<file path="config.mk">
export PLATFORM = sky130hd
export DESIGN_NAME = config_loader
export DESIGN_NICKNAME = d
export VERILOG_FILES = /design/src/rtl/config_loader.sv
export SDC_FILE = /design/constraint.sdc
export NUM_CORES = 1
export LEC_CHECK = 0
export CORE_MARGIN = 4
export CORE_UTILIZATION = 50
export CTS_BUF_LIST = sky130_fd_sc_hd__clkbuf_16
export DETAILED_ROUTE_END_ITERATION = 10
export PLACE_DENSITY = 0.9
export SYNTH_ARGS = -nofsm -noshare
export SYNTH_HDL_FRONTEND = slang
export SYNTH_SLANG_ARGS = --single-unit
</file>
<file path="constraint.sdc">
create_clock -name clk -period 4.37 [get_ports clk]
set_clock_uncertainty 0.1 [all_clocks]
set_input_delay 0.874 -clock clk [delete_from_list [all_inputs] [get_ports clk]]
set_output_delay 0.874 -clock clk [all_outputs]
set_load 0.01 [all_outputs]
</file>
<file path="src/rtl/config_loader.sv">
// config_loader: assembles a framed stream of config words and writes the frame into config_mem.
// Optional write-ack timeout is compiled in when LOADER_TIMEOUT_EN is defined.
module config_loader #(
  parameter int width          = 16,
  parameter int num_inputs     = 8,
  parameter int timeout_cycles = 64
) (
  input  logic             clk,
  input  logic             reset,
  input  logic             in_valid,
  input  logic [width-1:0] in_data,
  input  logic             in_last,
  output logic             in_ready,
  input  logic             run_en,
  output logic             write_en,
  output logic [width-1:0] w_data_out [0:num_inputs],
  input  logic             write_rdy,
  input  logic             write_ack,
  output logic             on_off,
  output logic             load_done,
  output logic             frame_err,
  output logic             timeout_err
);
  // state    | meaning
  // COLLECT  | accepting stream words into the frame buffer
  // WAIT_RDY | frame complete, waiting for config_mem write_rdy
  // WRITE    | write_en asserted, waiting for write_ack
  // RUN      | config_mem in run mode until run_en drops
  localparam logic [1:0] COLLECT  = 2'd0;
  localparam logic [1:0] WAIT_RDY = 2'd1;
  localparam logic [1:0] WRITE    = 2'd2;
  localparam logic [1:0] RUN      = 2'd3;

  localparam int            CW       = $clog2(num_inputs + 1);
  localparam logic [CW-1:0] CNT_LAST = CW'(num_inputs);

  if (num_inputs < 1 || timeout_cycles < 1) begin : g_param_check
    $error("config_loader: num_inputs and timeout_cycles must be at least 1");
  end

  logic [1:0]       state_q, state_d;
  logic [CW-1:0]    cnt_q, cnt_d;
  logic [width-1:0] data_q [0:num_inputs];
  logic [width-1:0] data_d [0:num_inputs];
  logic             write_en_q, write_en_d;
  logic             on_off_q, on_off_d;
  logic             load_done_q, load_done_d;
  logic             frame_err_q, frame_err_d;
  logic             timeout_q, timeout_d;
  logic             committed_q, committed_d;
  logic             accept;
  logic             expire;

  assign in_ready = reset & (state_q == COLLECT);
  assign accept   = in_valid & in_ready;

`ifdef LOADER_TIMEOUT_EN
  localparam int TW = $clog2(timeout_cycles + 1);
  logic [TW-1:0] tmo_q, tmo_d;

  assign expire = ((state_q == WAIT_RDY) || (state_q == WRITE)) &&
                  (tmo_q == TW'(timeout_cycles - 1));

  always_comb begin
    tmo_d = tmo_q;
    if ((state_q == COLLECT) && (state_d == WAIT_RDY)) begin
      tmo_d = '0;
    end else if ((state_q == WAIT_RDY) || (state_q == WRITE)) begin
      tmo_d = tmo_q + TW'(1);
    end
  end

  always_ff @(posedge clk or negedge reset) begin
    if (!reset) tmo_q <= '0;
    else        tmo_q <= tmo_d;
  end
`else
  assign expire = 1'b0;
`endif

  always_comb begin
    state_d     = state_q;
    cnt_d       = cnt_q;
    data_d      = data_q;
    write_en_d  = write_en_q;
    load_done_d = 1'b0;
    frame_err_d = 1'b0;
    timeout_d   = 1'b0;
    committed_d = committed_q;
    case (state_q)
      COLLECT: begin
        if (accept) begin
          data_d[cnt_q] = in_data;
          if ((cnt_q == CNT_LAST) && in_last) begin
            state_d = WAIT_RDY;
          end else if ((cnt_q == CNT_LAST) || in_last) begin
            // malformed frame: restart from word 0, stale entries stay in place
            frame_err_d = 1'b1;
            cnt_d       = '0;
          end else begin
            cnt_d = cnt_q + CW'(1);
          end
        end
      end
      WAIT_RDY: begin
        if (expire) begin
          timeout_d = 1'b1;
          cnt_d     = '0;
          state_d   = COLLECT;
        end else if (write_rdy) begin
          write_en_d = 1'b1;
          state_d    = WRITE;
        end
      end
      WRITE: begin
        if (write_ack) begin
          write_en_d  = 1'b0;
          load_done_d = 1'b1;
          cnt_d       = '0;
          committed_d = 1'b1;
          state_d     = run_en ? RUN : COLLECT;
        end else if (expire) begin
          write_en_d = 1'b0;
          timeout_d  = 1'b1;
          cnt_d      = '0;
          state_d    = COLLECT;
        end
      end
      RUN: begin
        if (!run_en) state_d = COLLECT;
      end
      default: state_d = COLLECT;
    endcase

    // run mode is only allowed when no write is pending
    case (state_d)
      COLLECT: on_off_d = committed_d & run_en;
      RUN:     on_off_d = 1'b1;
      default: on_off_d = 1'b0;
    endcase
  end

  always_ff @(posedge clk or negedge reset) begin
    if (!reset) begin
      state_q     <= COLLECT;
      cnt_q       <= '0;
      write_en_q  <= 1'b0;
      on_off_q    <= 1'b0;
      load_done_q <= 1'b0;
      frame_err_q <= 1'b0;
      timeout_q   <= 1'b0;
      committed_q <= 1'b0;
      for (int i = 0; i <= num_inputs; i++) data_q[i] <= '0;
    end else begin
      state_q     <= state_d;
      cnt_q       <= cnt_d;
      write_en_q  <= write_en_d;
      on_off_q    <= on_off_d;
      load_done_q <= load_done_d;
      frame_err_q <= frame_err_d;
      timeout_q   <= timeout_d;
      committed_q <= committed_d;
      data_q      <= data_d;
    end
  end

  assign write_en    = write_en_q;
  assign on_off      = on_off_q;
  assign load_done   = load_done_q;
  assign frame_err   = frame_err_q;
  assign timeout_err = timeout_q;
  assign w_data_out  = data_q;

endmodule

</file>
==> results of run 1 <==
## power by group through the flow
stage,combinational [mW],clock [mW],sequential [mW]
2_1_floorplan,0.911,0,2.62
3_3_place_gp,2.50,0,2.40
3_5_place_dp,2.59,0,2.43
4_1_cts,2.61,1.50,2.41
5_1_grt,2.72,1.56,2.49
6_report,2.58,1.47,2.42
## cell families (layout without fill, tap and decap cells)
logic type / after synthesis / count (layout) / share of synthesized area (%)
AOI/OAI and AO/OA: 11 / 11 / 1.065
DFF: 155 / 155 / 61.17
adders and majority gates: 8 / 8 / 1.579
muxes: 145 / 145 / 28.69
other: 1 / 1 / 0.05914
buffers and inverters: 22 / 211 / 2.683
and+or+nand+nor: 36 / 36 / 4.755
## through the flow
stage	hold WS (ps)	cell area, um^2	util (%)	setup slack [ps]
after floorplan	340.2	6341	-	2092
after global placement	356.8	8142	66.67	1189
after CTS	195.4	8728	71.48	1438
after detailed placement	356.2	8142	66.67	1100
final	208.0	8728	71.48	1481
after global routing	206.6	8728	71.48	1408
## critical path, stage by stage
cell,delay [ps]
buf_6,210
nor3b_1,240
clkdlybuf4s50_1,580
## cell type report
type                    count  area, um^2
well taps                 168       210.2
clock buffers              17       425.4
flip-flops and latches    155        3879
repair buffers            174        1735
multi-input cells         201        2295
fillers                   807        3483
inverters                   6       22.52
clock inverters            14       161.4
## sequential cells by signal (all words and copies together), names as in the netlist
register / count
cnt_q: 4
committed_q: 1
frame_err: 1
on_off: 1
write_en: 1
load_done: 1
w_data_out: 144
state_q: 2
## metal layers
| metal | up-vias | GRT usage [%] |
|---|---|---|
| li1 | 1702 | - |
| met1 | 1984 | 28.00 |
| met2 | 135 | 36.19 |
| met3 | 20 | 5.706 |
| met4 | 0 | 8.215 |
| met5 | - | 0 |
## worst paths after layout
check                                           start                          to  slack (ps)  cells past startpoint
worst min-delay path                            reset        state_q[1]$_DFF_PN0_         210                      1
worst min register to register  committed_q$_DFF_PN0_       committed_q$_DFF_PN0_         370                      1
max in group asynchronous                       reset  w_data_out[61]$_DFFE_PN0P_        2080                      3
min in group clk                committed_q$_DFF_PN0_       committed_q$_DFF_PN0_         370                      1
worst max-delay path                            reset                    in_ready        1480                      3
worst max register to register   state_q[0]$_DFF_PN0_   w_data_out[8]$_DFFE_PN0P_        1880                      4
## cell usage in the layout (no fill, tap or decap), types with 2 or more instances in the layout
cell type,n
mux2_2,94
nand2b_1,2
nand2_1,3
clkbuf_16,17
a31oi_1,4
buf_4,3
clkinv_2,3
nand3_1,4
clkdlybuf4s50_1,170
inv_1,8
mux2_4,50
dfrtp_1,155
and3_1,2
a21oi_1,3
nand3b_1,3
nor2_1,4
clkinv_1,5
nand3_4,5
nand3_2,3
ha_1,8
nor2b_1,3
bufinv_16,4
==> out/qor.csv, run 1 <==
metric,value,unit
logic gate share of total power,39.9,%
main flop type after synthesis,dfrtp_1,
largest net degree at the start of global routing,77,
die height,120.6,um
clock-pin slew on the worst setup and hold paths,60,ps
CTS Root Cell,clkbuf_16,
CTS Buf Count,17,
antenna fix cells,0,
RD Place Congestion,0.7779,
critical path class,input port to output pin,
WL met2,7719,um
"count leader, synth",dfrtp_1,
grt total ovfl,0,
Tcrit/Tclk final,66.10,%
CTS Sinks,155,
IO Pins,173,
row count,40,
CP required,3400,ps
initial core utilization,51.93,%
later-pin clock latency in the skew report,410,ps
Max Cap Viol,0,
initial DRC count,290,
final setup fails,0,
post-route ant nets,0,
post-CTS resize count,0,
Post-CTS Setup Repair Bufs,0,
TritonCTS clock tree,built,
gr usage total,21.95,%
synth warn,0,
Yosys cell types,33,
unrepaired setup endpoints after global routing,no,
P_leak,4.058,nW
Slew headroom,36.30,%
CTS H-tree depth,4,
die width,120.6,um
top cell type's share of synthesized area,61.17,%
first-pass GRT wire length,24320,um
crit path launch type,input port,
Seq cells post-synth,155,
"Min Clock Period, post-route",2889,ps
cells after synthesis,378,
1st-pass router iterations,4,
post-layout power,6.468,mW
"top cells by area, synth","dfrtp_1 61%, mux2_2 17%, mux2_4 12%, ha_1 1.6%, nand3_4 1.4%",
Seq pwr share,37.3,%
port bufs,171,
Post-synth EDFFs,0,
post-synth top area cell,dfrtp_1,
post-detail-place hpwl,10710,um
Routed Wire Length,15470,um
Synth Area per Inst,16.78,um^2
setup_tns,0,ps
Fin. Hold Viols,0,
Mapped Area,6341,um^2
clock network power share,22.7,%
Pint,4.582,mW
run status,completed,
vias in the first global route,4170,
synth cell count leaders,"155 x dfrtp_1, 94 x mux2_2, 50 x mux2_4, 8 x ha_1, 7 x buf_6",
# nets final,586,
wl on met1,6522,um
Hold WC Path Type,input port to async pin,
VDD IR max,0.3428,mV
via density per instance,5.226,
"FFs w/ async S/R, synth",100.0,%
CTS Hold Bufs,0,
DIE AREA,14550,um^2
Layout Cells excl Fill,735,
Critical Path Fanout Max,27,
arrival time at the worst endpoint,1910,ps
Remaining DRCs,0,
Core Region,12210,um^2
synth-to-layout area growth,37.65,%
Mapped Nets,409,
fin. max-slew vios,0,
maximum clock frequency,346.2,MHz
share of layout cells above drive strength 1,32.28,%
Setup crit end kind,output pin,
switching power total,1.886,mW
clk buf depth,2,
WL/cell,21.05,um
highest routed metal layer,met4,
cell count after placement,704,
post-synthesis sequential area ratio,61.17,%
DR vias,3841,
Sw Share,29.16,%
PD cells,741.0,nW/um^2
DR WL met3,966,um
Slew @ Worst Pin,955.5,ps
antenna violations before repair,0,
Power figures use the tool's default switching activity.
==> inputs of run 2 (changes only) <==
CORE_UTILIZATION = 44   (was 50)
PLACE_DENSITY = 0.84   (was 0.9)
clock period = 2.6 ns   (was 4.37 ns; I/O delays follow)
==> run 2 against run 1 <==
Compared with the run above: worst hold slack got worse by 36 ps; critical path depth is 1 lower; combinational power rose by 69%; power rose by 70%; highest routed layer unchanged; via count grew 0.76%; sequential cell count unchanged; non-clock buffer count is 7 higher; core utilization down 8.2 points; die area increased by 13%; first-iteration DRC count decreased by 58%; design area is 1.5% higher.
==> out/qor.csv, run 2 (synthesized netlist as in run 1, its figures left out) <==
metric,value,unit,change
run status,completed,,
CTS Sinks,155,,unchanged
vias in the first global route,4252,,+2.0%
clock-pin slew on the worst setup and hold paths,60,ps,about the same
Routed Wire Length,15970,um,+3.2%
clk buf depth,2,,unchanged
Setup crit end kind,output pin,,
die width,128.1,um,+6.2%
initial core utilization,45.33,%,-6.6 points
1st-pass router iterations,5,,+1
antenna fix cells,0,,unchanged
worst-path cell chain,"nor3b_1, clkdlybuf4s50_1",,
port bufs,171,,unchanged
switching power total,3.212,mW,+70%
setup_tns,0,ps,unchanged
Post-CTS Setup Repair Bufs,0,,unchanged
CTS Buf Count,17,,unchanged
RD Place Congestion,0.7662,,-1.5%
crit path max-delay cell type,clkdlybuf4s50_1,,
met3 Use GR,7.375,%,+1.7 points
row count,43,,+7.5%
DR vias,3870,,+0.76%
"commonest non-fill, non-tap cell in the layout",clkdlybuf4s50_1,,
via density per instance,5.126,,-1.9%
first-pass GRT wire length,25210,um,+3.7%
Sw Share,29.29,%,+0.13 points
# nets final,593,,+1.2%
delay of the slowest critical-path stage,570,ps,about the same
Final Util,63.32,%,-8.2 points
Slew @ Worst Pin,766.5,ps,-189.0 ps
post-route ant nets,0,,unchanged
die height,128.1,um,+6.2%
initial DRC count,121,,-58%
Pint,7.753,mW,+69%
Max Cap Viol,0,,unchanged
VDD IR max,0.8107,mV,+140%
PD cells,1238,nW/um^2,+67%
critical path class,register to output pin,,
routing usage on met1,25.81,%,-2.2 points
share of layout cells above drive strength 1,33.57,%,+1.3 points
synth-to-layout area growth,39.68,%,
P_leak,4.107,nW,+1.2%
grt total ovfl,0,,unchanged
GRT busiest layer,met2,,
max FFs per register,144,,unchanged
largest net degree at the start of global routing,148,,+92%
IO Pins,173,,unchanged
later-pin clock latency in the skew report,410,ps,about the same
post-layout power,10.97,mW,+70%
tightest hold margin,172.2,ps,-35.82 ps
logic gate share of total power,39.7,%,-0.2 points
Slew headroom,48.90,%,+13 points
post-detail-place hpwl,11060,um,+3.2%
gr usage total,20.37,%,-1.6 points
most frequent cells in the layout,"170 x clkdlybuf4s50_1, 155 x dfrtp_1, 94 x mux2_2",,
clock network power share,23.2,%,+0.5 points
Core Region,13990,um^2,+15%
Fin. Hold Viols,0,,unchanged
Seq pwr share,37.1,%,-0.2 points
TritonCTS clock tree,built,,
DIE AREA,16400,um^2,+13%
Hold WC Path Type,input port to async pin,,
"Min Clock Period, post-route",2354,ps,
Tcrit/Tclk final,90.53,%,
maximum clock frequency,424.8,MHz,
Critical Path Fanout Max,10,,-63%
crit path launch type,register,,
final setup fails,0,,unchanged
met2 Use GR,32.81,%,-3.4 points
Remaining DRCs,0,,unchanged
arrival time at the worst endpoint,1730,ps,-180 ps
CTS Root Cell,clkbuf_16,,
WL/cell,21.15,um,+0.48%
unrepaired setup endpoints after global routing,no,,
antenna violations before repair,0,,unchanged
CP required,1980,ps,-1420 ps
CTS H-tree depth,4,,unchanged
"setup slack, reg-to-reg",410,ps,-1470 ps
fin. max-slew vios,0,,unchanged
run 2: changes by cell type in the layout (fill, tap and decap cells not counted), sizes merged:
cell / delta
buf: +6
clkinv: -3
clkinvlp: +2
inv: +2
dlygate4sd3: +1
run 2: repair_timing:
item                                   in CTS  in global routing
hold buffers                                1                  0
endpoints found under the hold margin       8                  0
resized for setup                           0                  0
run 2: final cells by class:
type	count	area [um^2]
Clock buffer	17	425.4
Tap cell	180	225.2
Inverter	6	22.52
Multi-Input combinational cell	201	2295
Timing Repair Buffer	181	1828
Sequential cell	155	3879
Clock inverter	15	182.7
Fill cell	1050	5131
run 2: metrics by stage:
| step | instance area [um^2] | instances | worst slack, ps |
|---|---|---|---|
| 3_5_place_dp | 8239 | 722 | 113.2 |
| 6_report | 8857 | 755 | 246.1 |
| 4_1_cts | 8857 | 755 | 233.0 |
| 2_1_floorplan | 6341 | 378 | 674.7 |
| 5_1_grt | 8857 | 755 | 141.3 |
| 3_3_place_gp | 8239 | 722 | 152.6 |
run 2: worst max-delay path: cells and delay by family, from the launching register on:
family / cells / cell delay (ps)
buf+inv: 1 / 570
flops: 1 / 500
simple gates: 1 / 250
run 2: path summary, 6_finish.rpt:
| check | start | endpoint | depth (start not counted) |
|---|---|---|---|
| min in group clk | committed_q$_DFF_PN0_ | committed_q$_DFF_PN0_ | 1 |
| hold reg to reg | committed_q$_DFF_PN0_ | committed_q$_DFF_PN0_ | 1 |
| setup / recovery | state_q[1]$_DFF_PN0_ | in_ready | 2 |
| max in group asynchronous | reset | load_done$_DFF_PN0_ | 2 |
| hold / removal | reset | w_data_out[37]$_DFFE_PN0P_ | 2 |
| setup reg to reg | cnt_q[2]$_DFFE_PN0P_ | w_data_out[74]$_DFFE_PN0P_ | 3 |
run 2: power groups by stage:
| stage | registers [mW] | logic (mW) | clock network, mW |
|---|---|---|---|
| 5_1_grt | 4.19 | 4.62 | 2.71 |
| 3_5_place_dp | 4.09 | 4.38 | 0 |
| 2_1_floorplan | 4.41 | 1.53 | 0 |
| 3_3_place_gp | 4.02 | 4.29 | 0 |
| 6_report | 4.07 | 4.35 | 2.55 |
| 4_1_cts | 4.07 | 4.41 | 2.59 |
run 2: layer usage:
layer	share of wire (%)	vias up
met5	0	-
met4	1.8	0
met3	7.6	23
met2	49	142
met1	42	1989
li1	-	1716
